--- config.mk ---
export PLATFORM = sky130hd
export DESIGN_NAME = alu_uart_sequencer
export DESIGN_NICKNAME = d
export VERILOG_FILES = /design/src/rtl/alu_uart_sequencer.sv
export SDC_FILE = /design/constraint.sdc
export NUM_CORES = 1
export LEC_CHECK = 0
export CORE_MARGIN = 3
export CORE_UTILIZATION = 42
export DETAILED_ROUTE_END_ITERATION = 10
export SLEW_MARGIN = 10
export SYNTH_ARGS = -nofsm -noshare
export SYNTH_HDL_FRONTEND = slang
export SYNTH_SLANG_ARGS = --single-unit
--- constraint.sdc ---
create_clock -name i_clk -period 2.6 [get_ports i_clk]
set_input_delay 0.78 -clock i_clk [delete_from_list [all_inputs] [get_ports i_clk]]
set_output_delay 0.78 -clock i_clk [all_outputs]
set_load 0.02 [all_outputs]
--- src/rtl/alu_uart_sequencer.sv ---
// Byte-stream command sequencer between the UART rx/tx blocks and the 8-bit ALU.
// Loads A, B and OP into the ALU, then returns RESULT and FLAGS bytes.
module alu_uart_sequencer #(
    parameter int                 NB_DATA        = 8,
    parameter int                 NB_OP          = 6,
    parameter int                 TIMEOUT_CYCLES = 1_000_000,
    parameter logic [NB_DATA-1:0] ERR_CODE       = 8'hEE
) (
    input  logic               i_clk,
    input  logic               i_reset,
    input  logic [NB_DATA-1:0] i_rx_data,
    input  logic               i_rx_valid,
    output logic [NB_DATA-1:0] o_alu_data,
    output logic               o_en_a,
    output logic               o_en_b,
    output logic               o_en_op,
    input  logic [NB_DATA-1:0] i_alu_data,
    input  logic               i_alu_carry,
    input  logic               i_alu_zero,
    output logic [NB_DATA-1:0] o_tx_data,
    output logic               o_tx_start,
    input  logic               i_tx_done,
    output logic               o_busy,
    output logic               o_timeout,
    output logic               o_overrun
);

    localparam int                NB_CNT  = $clog2(TIMEOUT_CYCLES);
    localparam logic [NB_CNT-1:0] CNT_MAX = NB_CNT'(TIMEOUT_CYCLES - 1);

    typedef enum logic [3:0] {
        WAIT_A, WAIT_B, WAIT_OP, LOAD, CAPTURE,
        TX_RES, WAIT_RES, TX_FLG, WAIT_FLG, TX_ERR, WAIT_ERR
    } state_t;

    state_t             state, state_nx;
    logic [NB_DATA-1:0] res, res_nx;
    logic [NB_DATA-1:0] flg, flg_nx;
    logic [NB_DATA-1:0] alu_data_nx, tx_data_nx;
    logic [NB_CNT-1:0]  cnt, cnt_nx;
    logic               en_a_nx, en_b_nx, en_op_nx;
    logic               tx_start_nx, timeout_nx, overrun_nx;
    logic               op_ok;

    always_comb begin
        op_ok = 1'b0;
        if (i_rx_data[NB_DATA-1:NB_OP] == '0) begin
            case (i_rx_data[NB_OP-1:0])
                6'h20, 6'h22, 6'h24, 6'h25,
                6'h26, 6'h27, 6'h02, 6'h03: op_ok = 1'b1;
                default:                    op_ok = 1'b0;
            endcase
        end
    end

    always_comb begin
        state_nx    = state;
        res_nx      = res;
        flg_nx      = flg;
        cnt_nx      = cnt;
        alu_data_nx = o_alu_data;
        tx_data_nx  = o_tx_data;
        en_a_nx     = 1'b0;
        en_b_nx     = 1'b0;
        en_op_nx    = 1'b0;
        tx_start_nx = 1'b0;
        timeout_nx  = 1'b0;
        overrun_nx  = 1'b0;
        case (state)
            WAIT_A: if (i_rx_valid) begin
                alu_data_nx = i_rx_data;
                en_a_nx     = 1'b1;
                cnt_nx      = '0;
                state_nx    = WAIT_B;
            end
            WAIT_B: if (i_rx_valid) begin
                alu_data_nx = i_rx_data;
                en_b_nx     = 1'b1;
                cnt_nx      = '0;
                state_nx    = WAIT_OP;
            end else if (cnt == CNT_MAX) begin
                timeout_nx = 1'b1;
                state_nx   = WAIT_A;
            end else begin
                cnt_nx = cnt + 1'b1;
            end
            WAIT_OP: if (i_rx_valid) begin
                cnt_nx = '0;
                if (op_ok) begin
                    alu_data_nx = {i_rx_data[NB_OP-1:0], 2'b00};
                    en_op_nx    = 1'b1;
                    state_nx    = LOAD;
                end else begin
                    state_nx = TX_ERR;
                end
            end else if (cnt == CNT_MAX) begin
                timeout_nx = 1'b1;
                state_nx   = WAIT_A;
            end else begin
                cnt_nx = cnt + 1'b1;
            end
            LOAD:     state_nx = CAPTURE;
            CAPTURE: begin
                res_nx   = i_alu_data;
                flg_nx   = {{(NB_DATA-2){1'b0}}, i_alu_carry, i_alu_zero};
                state_nx = TX_RES;
            end
            TX_RES: begin
                tx_data_nx  = res;
                tx_start_nx = 1'b1;
                state_nx    = WAIT_RES;
            end
            WAIT_RES: if (i_tx_done) state_nx = TX_FLG;
            TX_FLG: begin
                tx_data_nx  = flg;
                tx_start_nx = 1'b1;
                state_nx    = WAIT_FLG;
            end
            WAIT_FLG: if (i_tx_done) state_nx = WAIT_A;
            TX_ERR: begin
                tx_data_nx  = ERR_CODE;
                tx_start_nx = 1'b1;
                state_nx    = WAIT_ERR;
            end
            WAIT_ERR: if (i_tx_done) state_nx = WAIT_A;
            default:  state_nx = WAIT_A;
        endcase
        // Bytes arriving while a command is executing are dropped
        if (i_rx_valid && !(state inside {WAIT_A, WAIT_B, WAIT_OP}))
            overrun_nx = 1'b1;
        if (state_nx == WAIT_A)
            cnt_nx = '0;
    end

    always_ff @(posedge i_clk or posedge i_reset) begin
        if (i_reset) begin
            state      <= WAIT_A;
            res        <= '0;
            flg        <= '0;
            cnt        <= '0;
            o_alu_data <= '0;
            o_en_a     <= 1'b0;
            o_en_b     <= 1'b0;
            o_en_op    <= 1'b0;
            o_tx_data  <= '0;
            o_tx_start <= 1'b0;
            o_busy     <= 1'b0;
            o_timeout  <= 1'b0;
            o_overrun  <= 1'b0;
        end else begin
            state      <= state_nx;
            res        <= res_nx;
            flg        <= flg_nx;
            cnt        <= cnt_nx;
            o_alu_data <= alu_data_nx;
            o_en_a     <= en_a_nx;
            o_en_b     <= en_b_nx;
            o_en_op    <= en_op_nx;
            o_tx_data  <= tx_data_nx;
            o_tx_start <= tx_start_nx;
            o_busy     <= (state_nx != WAIT_A);
            o_timeout  <= timeout_nx;
            o_overrun  <= overrun_nx;
        end
    end

endmodule

---- Yosys cells after proc, flatten, opt, wreduce, memory -nomap -nowiden ----
Index checks and enable logic that the tools add are counted.
storage, ports and cells
  bits in registers ....................... 57
  input port bits ......................... 22
  logic and storage cells ................. 86
  output and inout bits ................... 23
cells by class
  reductions and logical operators ........ 17
  add/sub/neg operators ................... 1
  equal/unequal tests ..................... 24
  muxes and demuxes ....................... 31
operators with widths
  kind                                                                     count
  20-bit two-way mux                                                       4
  20-bit one-hot mux with 2 select lines                                   1
  4-bit one-hot mux with 10 select lines                                   1
  6-bit == test, second input constant                                     6
  4-bit two-way mux                                                        7
  8-bit two-way mux                                                        3
  8-bit one-hot mux with 3 select lines                                    1
  20-bit by 1-bit adder with 20-bit output, second input constant          1
  20-bit == test, second input constant                                    1
  4-bit by 3-bit == test with 1-bit output, second input constant          4
  8-bit one-hot mux with 2 select lines                                    1
  1-bit two-way mux                                                        13
  4-bit == test, second input constant                                     3
  6-bit by 2-bit == test with 1-bit output, second input constant          2
  3-bit nonzero test                                                       3
  4-bit by 2-bit == test with 1-bit output, second input constant          2
  4-bit zero test                                                          2
  8-bit OR reduction                                                       1
  2-bit OR reduction                                                       3
  4-bit by 1-bit == test with 1-bit output, second input constant          1
  2-bit inequality test, second input constant                             2
  4-bit by 3-bit inequality test with 1-bit output, second input constant  1
  4-bit AND reduction                                                      1
  4-bit nonzero test                                                       1
  other kinds (8)                                                          8

---- Logic depth before layout (Yosys ltp) ----
Gate-level depths: netlist of the first run.
  depth after elaboration ................. 10
  mapped depth ............................ 8
  mapped depth without buffers ............ 6

---- Worst setup path after synthesis of the first run ----
OpenSTA, ideal clock, no wires.
  path type ............................... input-to-reg
  start ................................... in i_rx_data[6]
  end ..................................... reg cnt[13]
  required time ........................... 2.469 ns
  setup slack ............................. 0.290 ns
  setup time .............................. 0.131 ns
  buffers on the path ..................... 1
  stages .................................. 6
  arrival time ............................ 2.180 ns
  cell sequence ........................... nor4_1 o211ai_1 a41o_1 a2111oi_4 buf_6 a211oi_2
between the ends
  longest elaborated chain between the ends .. 8
  elaborated cells on any way between the ends .. 11
  classes of those cells .................. eq/ne (2); mux (5); reduce/logical (4)
RTL lines
  what                                                                                line  text
  from (decl)                                                                         11    input logic [NB_DATA-1:0] i_rx_data,
  2-bit zero test (*)                                                                 47    if (i_rx_data[NB_DATA-1:NB_OP] == '0) begin
  1-bit two-way mux (*)                                                               47
  4-bit two-way mux (*)                                                               89    if (op_ok) begin
  4-bit two-way mux (*)                                                               87    WAIT_OP: if (i_rx_valid) begin
  4-bit one-hot mux with 10 select lines (*)                                          69    case (state)
  via state_nx[3]                                                                     36    state_t state, state_nx;
  4-bit zero test (*)                                                                 131   if (state_nx == WAIT_A)
  4-bit by 3-bit inequality test with 1-bit output (no line) (tied with other cells)  n/a
  3-bit AND reduction (no line)                                                       n/a
  to (signal assigned)                                                                154   cnt <= cnt_nx;
  to (decl)                                                                           40    logic [NB_CNT-1:0] cnt, cnt_nx;
The timed path passes the listed nets; every way through them passes the cells marked *.
A chain may end at the register's enable or synchronous reset.

---- Worst setup path after layout of the first run ----
  start ................................... in i_rx_data[6]
  end ..................................... reg cnt[14]
Same word-level chain as after synthesis.

==> key figures, run 1 <==
Run status
  – Outcome: complete, no violations

Routing
  – DR top layer: met4
  – Wire length on met1: 3630 µm
  – Drt pass-1 iters: 4
  – DRC viols: 0
  – Via count: 2642
  – DRT Wirelength: 7650 µm
  – Drt wl/cell: 16.1 µm
  – WL met2: 3630 µm
  – Iter 0 DRT Violations: 148
  – Antenna-violating nets left: 0
  – WL met3: 346 µm
  – Vias per std cell: 5.57

Place
  – Routability cong.: 0.815
  – Dpl cells: 458
  – IO buf count: 44
  – Setup slack after placement: -270 ps
  – Post-DP HPWL: 5260 µm

Global routing
  – Congestion Overflow GR: 0
  – Vias in the first global route: 2679
  – Largest net degree at the start of global routing: 58
  – First-pass GRT wire length: 13000 µm
  – Total GRT Usage: 19.1%
  – Initial antenna violation count: 0

Synth
  – Asr flop ratio synth: 100%
  – FF+latch count, synth: 57
  – Synth Area in Compound Gates: 24.3%
  – XOR/XNOR Fraction of Synth Area: 0.555%
  – Yosys top cell area share: 45.2%
  – EDFF count, synth: 0
  – Synthesized cell area: 0.00315 mm²
  – Mapped Nets: 333
  – Most used DFF post-synth: dfrtp_1
  – Area leader, netlist: dfrtp_1
  – Sequential share of the synthesized area: 45.2%
  – Syn avg cell area: 10.2 µm²
  – Largest family of logic cells by synthesized area: compound AO/OA/AOI/OAI gates
  – Synthesis Warnings: 0
  – Synth Area in Adders: 0.397%
  – Cells after Synth: 310
  – Top post-synthesis cells by area: dfrtp_1 (45%), a211oi_2 (4.0%), a21oi_1 (4.0%), mux2_2 (3.9%), nand2_1 (3.0%)
  – Count of different cell masters after synthesis: 58
  – Post-synthesis mux area share: 6.78%
  – Simple-Gate Fraction of Synth Area: 17.4%

Flow run
  – Max_cap viols: 0

Pwr
  – Max IR drop VDD: 0.632 mV
  – Pwr Density: 1110 mW/mm²
  – Lkg Pwr: 1.66 nW
  – Tot Pwr: 4.50 mW

Timing
  – Worst-Margin Slew: 808 ps
  – Final period util: 96.9%
  – Minimum clock period after layout: 2520 ps
  – Clock skew: 10.2 ps
  – Fmax: 397 MHz
  – Final Max Slew Viols: 0
  – RSZ-0062 raised after global routing: no
  – Rel. slew slack: 45.8%
  – Worst setup margin: 80.9 ps
  – Setup violators final: 0
  – Final hold vios: 0

Floorplanning
  – Initial core utilization: 44.9%
  – Die area: 0.00859 mm²
  – I/O pin total: 45
  – Cell row count: 30
  – Die height: 92.7 µm
  – Width of the die: 92.7 µm
  – Core ar.: 0.00702 mm²

CTS
  – Reg clk slew, reported paths: 70 ps
  – CTS Buf Count: 9
  – Clock Root Buffer: clkbuf_8
  – Clock Path Buffers: 2
  – CTS tree: done
  – Clk_lat worst skew: 340 ps
  – CTS H-tree lvls: 3
  – Clock sink count: 57
  – Resized Gates After CTS: 0
  – Setup bufs post-CTS: 0
  – CTS Hold Bufs: 0

Setup path
  – CP Capture Type: register
  – Worst path arrival time: 2730 ps
  – Category of the most critical setup path: primary input to register
  – Startpoint types: primary input
  – Crit path from: i_rx_data[6]
  – Critical path peak fanout: 21
  – Reg2Reg Launch Point: cnt[0]
  – Data required time of the worst path: 2810 ps

Worst hold path
  – HP Class: register to register
  – Hold_sp: res[7]

Cells and area
  – Commonest non-fill, non-tap cell in the layout: dfrtp_1
  – Layout Area Growth over Synthesis: 28.4%
  – Post-layout util: 57.7%
  – Antenna diode instance count: 0
  – FILL cells: 655
  – Area of the multi-input gates: 0.00156 mm²
  – Layout Nets: 396
  – Most frequent cells in the layout: dfrtp_1 (57), clkdlybuf4s50_1 (44), a21oi_1 (25), nand2_1 (25), buf_4 (23)
  – Non-Filler Instances: 474
  – Reg area: 0.00143 mm²
  – Layout cells sized above 1: 20.1%
cell type report:
type | count | share of cell area, %
inverters | 15 | 1.39
well taps | 96 | 2.96
multi-input cells | 219 | 38.5
flip-flops and latches | 57 | 35.2
clock buffers | 10 | 3.40
repair buffers | 71 | 17.1
clock inverters | 6 | 1.42
worst max-delay path: stages:
cell	delay [ps]
clkdlybuf4s50_1	410
nor4_1	310
buf_4	170
o211ai_1	100
a41o_1	290
a2111oi_4	330
buf_12	220
a221oi_1	100
per-stage QoR:
stage | setup TNS (ps) | instance area (µm²) | hold slack (ps)
2_1_floorplan | 0 | 3150 | 466
3_5_place_dp | -5120 | 3860 | 495
5_1_grt | 0 | 4050 | 524
6_report | 0 | 4050 | 510
3_3_place_gp | -5060 | 3860 | 480
4_1_cts | 0 | 4050 | 510
report_power, final:
part           total, mW  internal [mW]  leakage, nW  switching, mW
clock network      0.827          0.461        0.102          0.366
logic               2.31           1.01        0.846           1.30
registers           1.36           1.15        0.715          0.215
state kept, by name, indices dropped and copies added (netlist names):
signal,flops
cnt,20
o_alu_data,8
o_tx_data,8
res,8
state,4
flg,2
o_busy,1
o_en_a,1
o_en_b,1
o_en_op,1
o_overrun,1
o_timeout,1
o_tx_start,1
path summary, 6_finish.rpt:
| kind | end | slack (ps) | depth (start not counted) |
|---|---|---|---|
| hold reg to reg | res[7] | 510 | 1 |
| hold / removal | res[7] | 510 | 1 |
| max in group asynchronous | o_tx_data[0] | 1530 | 3 |
| setup / recovery | cnt[14] | 80 | 8 |
| setup reg to reg | cnt[4] | 280 | 6 |
| min in group asynchronous | res[3] | 800 | 3 |
per-layer routing:
metal | up-vias | GRT usage, %
met2 | 58 | 30.5
met3 | 4 | 5.69
met5 | - | 0
met4 | 0 | 5.37
li1 | 1283 | -
met1 | 1297 | 25.3
cells in the mapped netlist, types with 3 or more instances:
cell type	number
inv_1	14
and3_1	4
nand3_1	7
dfrtp_1	57
o21a_1	5
a21oi_1	25
a22oi_1	8
o211ai_1	3
mux2_2	11
mux2i_1	9
nand2_1	25
o21ai_0	13
nor3_1	11
o211a_1	9
and2_1	4
nor2b_1	4
a211oi_2	10
buf_2	8
buf_6	3
nor2_1	18
a211oi_1	8
nand4_1	7
clkbuf_1	6
kinds of logic (layout without fill, tap and decap cells):
logic type / after synthesis / count (layout)
AOI/OAI and AO/OA: 99 / 99
and+or+nand+nor: 97 / 97
DFF: 57 / 57
buffers and inverters: 34 / 102
muxes: 20 / 20
xor gates and xnor gates: 2 / 2
adders and majority gates: 1 / 1
No activity file was read; power rests on OpenSTA's default activity.
==> inputs of run 2 (changes only) <==
--- a/config.mk
+++ b/config.mk
@@ -5,7 +5,6 @@
 export SDC_FILE = /design/constraint.sdc
 export NUM_CORES = 1
 export LEC_CHECK = 0
-export CORE_MARGIN = 3
 export CORE_UTILIZATION = 42
 export DETAILED_ROUTE_END_ITERATION = 10
 export SLEW_MARGIN = 10
==> key figures, run 2 (synthesis gave the netlist of run 1 again) <==
Cells and area
  – Commonest non-fill, non-tap cell in the layout: dfrtp_1
  – Post-layout util: 57.1% (-0.64 points)
  – Layout cells sized above 1: 21.3% (+1.2 points)
  – Most frequent cells in the layout: dfrtp_1 (57), clkdlybuf4s50_1 (44), buf_4 (30)
  – Layout Nets: 403 (+1.8%)
  – Reg area: 0.00143 mm² (unchanged)
  – Area of the multi-input gates: 0.00158 mm² (+0.96%)
  – Layout Area Growth over Synthesis: 31.3%
  – Max FFs per register: 20 (unchanged)
  – Non-Filler Instances: 484 (+2.1%)
  – Antenna diode instance count: 0 (unchanged)
  – Largest Register: cnt
  – FILL cells: 633 (-3.4%)

Global routing
  – First-pass GRT wire length: 12900 µm (-0.64%)
  – Total GRT Usage: 21.5% (+2.4 points)
  – Initial antenna violation count: 0 (unchanged)
  – Largest net degree at the start of global routing: 38 (-34%)
  – Congestion Overflow GR: 0 (unchanged)
  – Vias in the first global route: 2706 (+1.0%)

Pwr
  – Pwr Density: 1140 mW/mm² (+2.6%)
  – Comb pwr share: 52.3% (+1.0 points)
  – Switching Fraction: 40.4% (-1.4 points)
  – Reg power frac: 29.2% (-1.1 points)
  – Net Sw Power: 1.91 mW (+1.3%)
  – Max IR drop VDD: 0.542 mV (-14%)
  – Lkg Pwr: 1.71 nW (+2.7%)
  – Cell Int Power: 2.81 mW (+7.3%)
  – Tot Pwr: 4.72 mW (+4.8%)
  – Clock power share: 18.5% (about the same)

Timing
  – Final hold vios: 0 (unchanged)
  – RSZ-0062 raised after global routing: no
  – Final Max Slew Viols: 0 (unchanged)
  – Final period util: 94.0% (-2.9 points)
  – Worst setup margin: 156 ps (+75.3 ps)
  – Rel. slew slack: 48.0% (+2.2 points)
  – Worst-Margin Slew: 774 ps (-34.6 ps)
  – Minimum clock period after layout: 2440 ps (-75.3 ps)
  – Final hold slack: 505 ps (-4.28 ps)
  – Clock skew: 7.03 ps (-3.17 ps)
  – Setup violators final: 0 (unchanged)
  – Fmax: 409 MHz (+3.1%)

Floorplanning
  – Die height: 88.7 µm (-4.3%)
  – Core ar.: 0.00725 mm² (+3.3%)
  – Die area: 0.00786 mm² (-8.4%)
  – Cell row count: 31 (+3.3%)
  – Initial core utilization: 43.5% (-1.4 points)
  – I/O pin total: 45 (unchanged)
  – Width of the die: 88.7 µm (-4.3%)

Routing
  – Drt wl/cell: 15.9 µm (-1.7%)
  – Vias per std cell: 5.61 (+0.57%)
  – Antenna-violating nets left: 0 (unchanged)
  – Iter 0 DRT Violations: 157 (+6.1%)
  – DRC viols: 0 (unchanged)
  – Drt pass-1 iters: 5 (+1)
  – Via count: 2713 (+2.7%)
  – DRT Wirelength: 7680 µm (+0.42%)

CTS
  – CTS H-tree lvls: 3 (unchanged)
  – CTS Buf Count: 9 (unchanged)
  – Clock Path Buffers: 2 (unchanged)
  – CTS Hold Bufs: 0 (unchanged)
  – Clk_lat worst skew: 330 ps (about the same)
  – Reg clk slew, reported paths: 60 ps (about the same)
  – Clock sink count: 57 (unchanged)
  – Clock Root Buffer: clkbuf_8
  – CTS tree: done

Place
  – Setup slack after placement: -379 ps (-109 ps)
  – Routability cong.: 0.852 (+4.6%)
  – Dpl cells: 466 (+1.7%)
  – IO buf count: 44 (unchanged)
  – Post-DP HPWL: 5360 µm (+1.8%)

Setup path
  – Cells along the critical path: clkdlybuf4s50_1 -> nor4_4 -> o211ai_1 -> a41o_1 -> a2111oi_4 -> buf_4 -> buf_12 -> a221oi_1
  – Delay-heaviest family, CP: buffers and inverters
  – Category of the most critical setup path: primary input to register
  – Buffer and inverter count on the worst path: 3 (unchanged)
  – CP Capture Type: register
  – Critical path peak fanout: 11 (-48%)
  – Data required time of the worst path: 2790 ps (-20 ps)
  – Startpoint types: primary input
  – Worst path arrival time: 2630 ps (-100 ps)
  – CP max stage cell: clkdlybuf4s50_1
  – CP max stage delay: 470 ps (+60 ps)

Flow run
  – Max_cap viols: 0 (unchanged)

Worst hold path
  – HP Class: register to register

Run status
  – Outcome: complete, no violations
## run 2: final cells by class
class | count | area share [%]
Inverter | 15 | 1.36
Multi-Input combinational cell | 219 | 38.0
Sequential cell | 57 | 34.5
Clock buffer | 14 | 4.17
Tap cell | 99 | 2.99
Clock inverter | 2 | 0.846
Timing Repair Buffer | 78 | 18.1
## run 2: worst register-to-register path: stages (launching register included)
cell	delay [ps]
dfrtp_1	400
ha_1	230
and3_1	320
nand4_4	190
or3_1	390
a31oi_4	350
buf_4	230
a211oi_2	70
## run 2: stage by stage
step,area (µm²),TNS [ps]
3_5_place_dp,3880,-7080
5_1_grt,4140,0
2_1_floorplan,3150,0
4_1_cts,4100,0
6_report,4140,0
3_3_place_gp,3880,-5820
## run 2: timing repair
action,CTS,global route
gates cloned,0,1
gates resized for setup,1,1
hold endpoints to repair,0,0
endpoints found under the setup margin,2,21
buffers inserted,0,1
pin swaps,0,1
## run 2: power groups by stage
stage                     registers [mW]  clock network, mW  logic (mW)
after detailed placement            1.39                  0        2.32
after CTS                           1.38              0.901        2.33
final                               1.38              0.874        2.46
after global placement              1.39                  0        2.29
after floorplan                     1.44                  0        1.38
after global routing                1.41              0.937        2.66
## run 2: per-layer routing
metal / vias up / track usage, % / wire [µm]
li1: 1293 / - / -
met1: 1353 / 30.0 / 3750
met2: 61 / 33.1 / 3580
met3: 6 / 4.20 / 271
met4: 0 / 8.50 / 82
met5: - / 0 / 0
## run 2: path summary, 6_finish.rpt
path                                    from            to  slack, ps  cells past startpoint
worst max-delay path            i_rx_data[6]       cnt[14]        160                      8
worst min register to register        res[7]  o_tx_data[7]        510                      2
max in group asynchronous            i_reset  o_tx_data[0]       1240                      3
worst min-delay path                  res[7]  o_tx_data[7]        510                      2
worst max register to register        cnt[0]       cnt[17]        310                      7
min in group asynchronous            i_reset       cnt[18]        800                      2
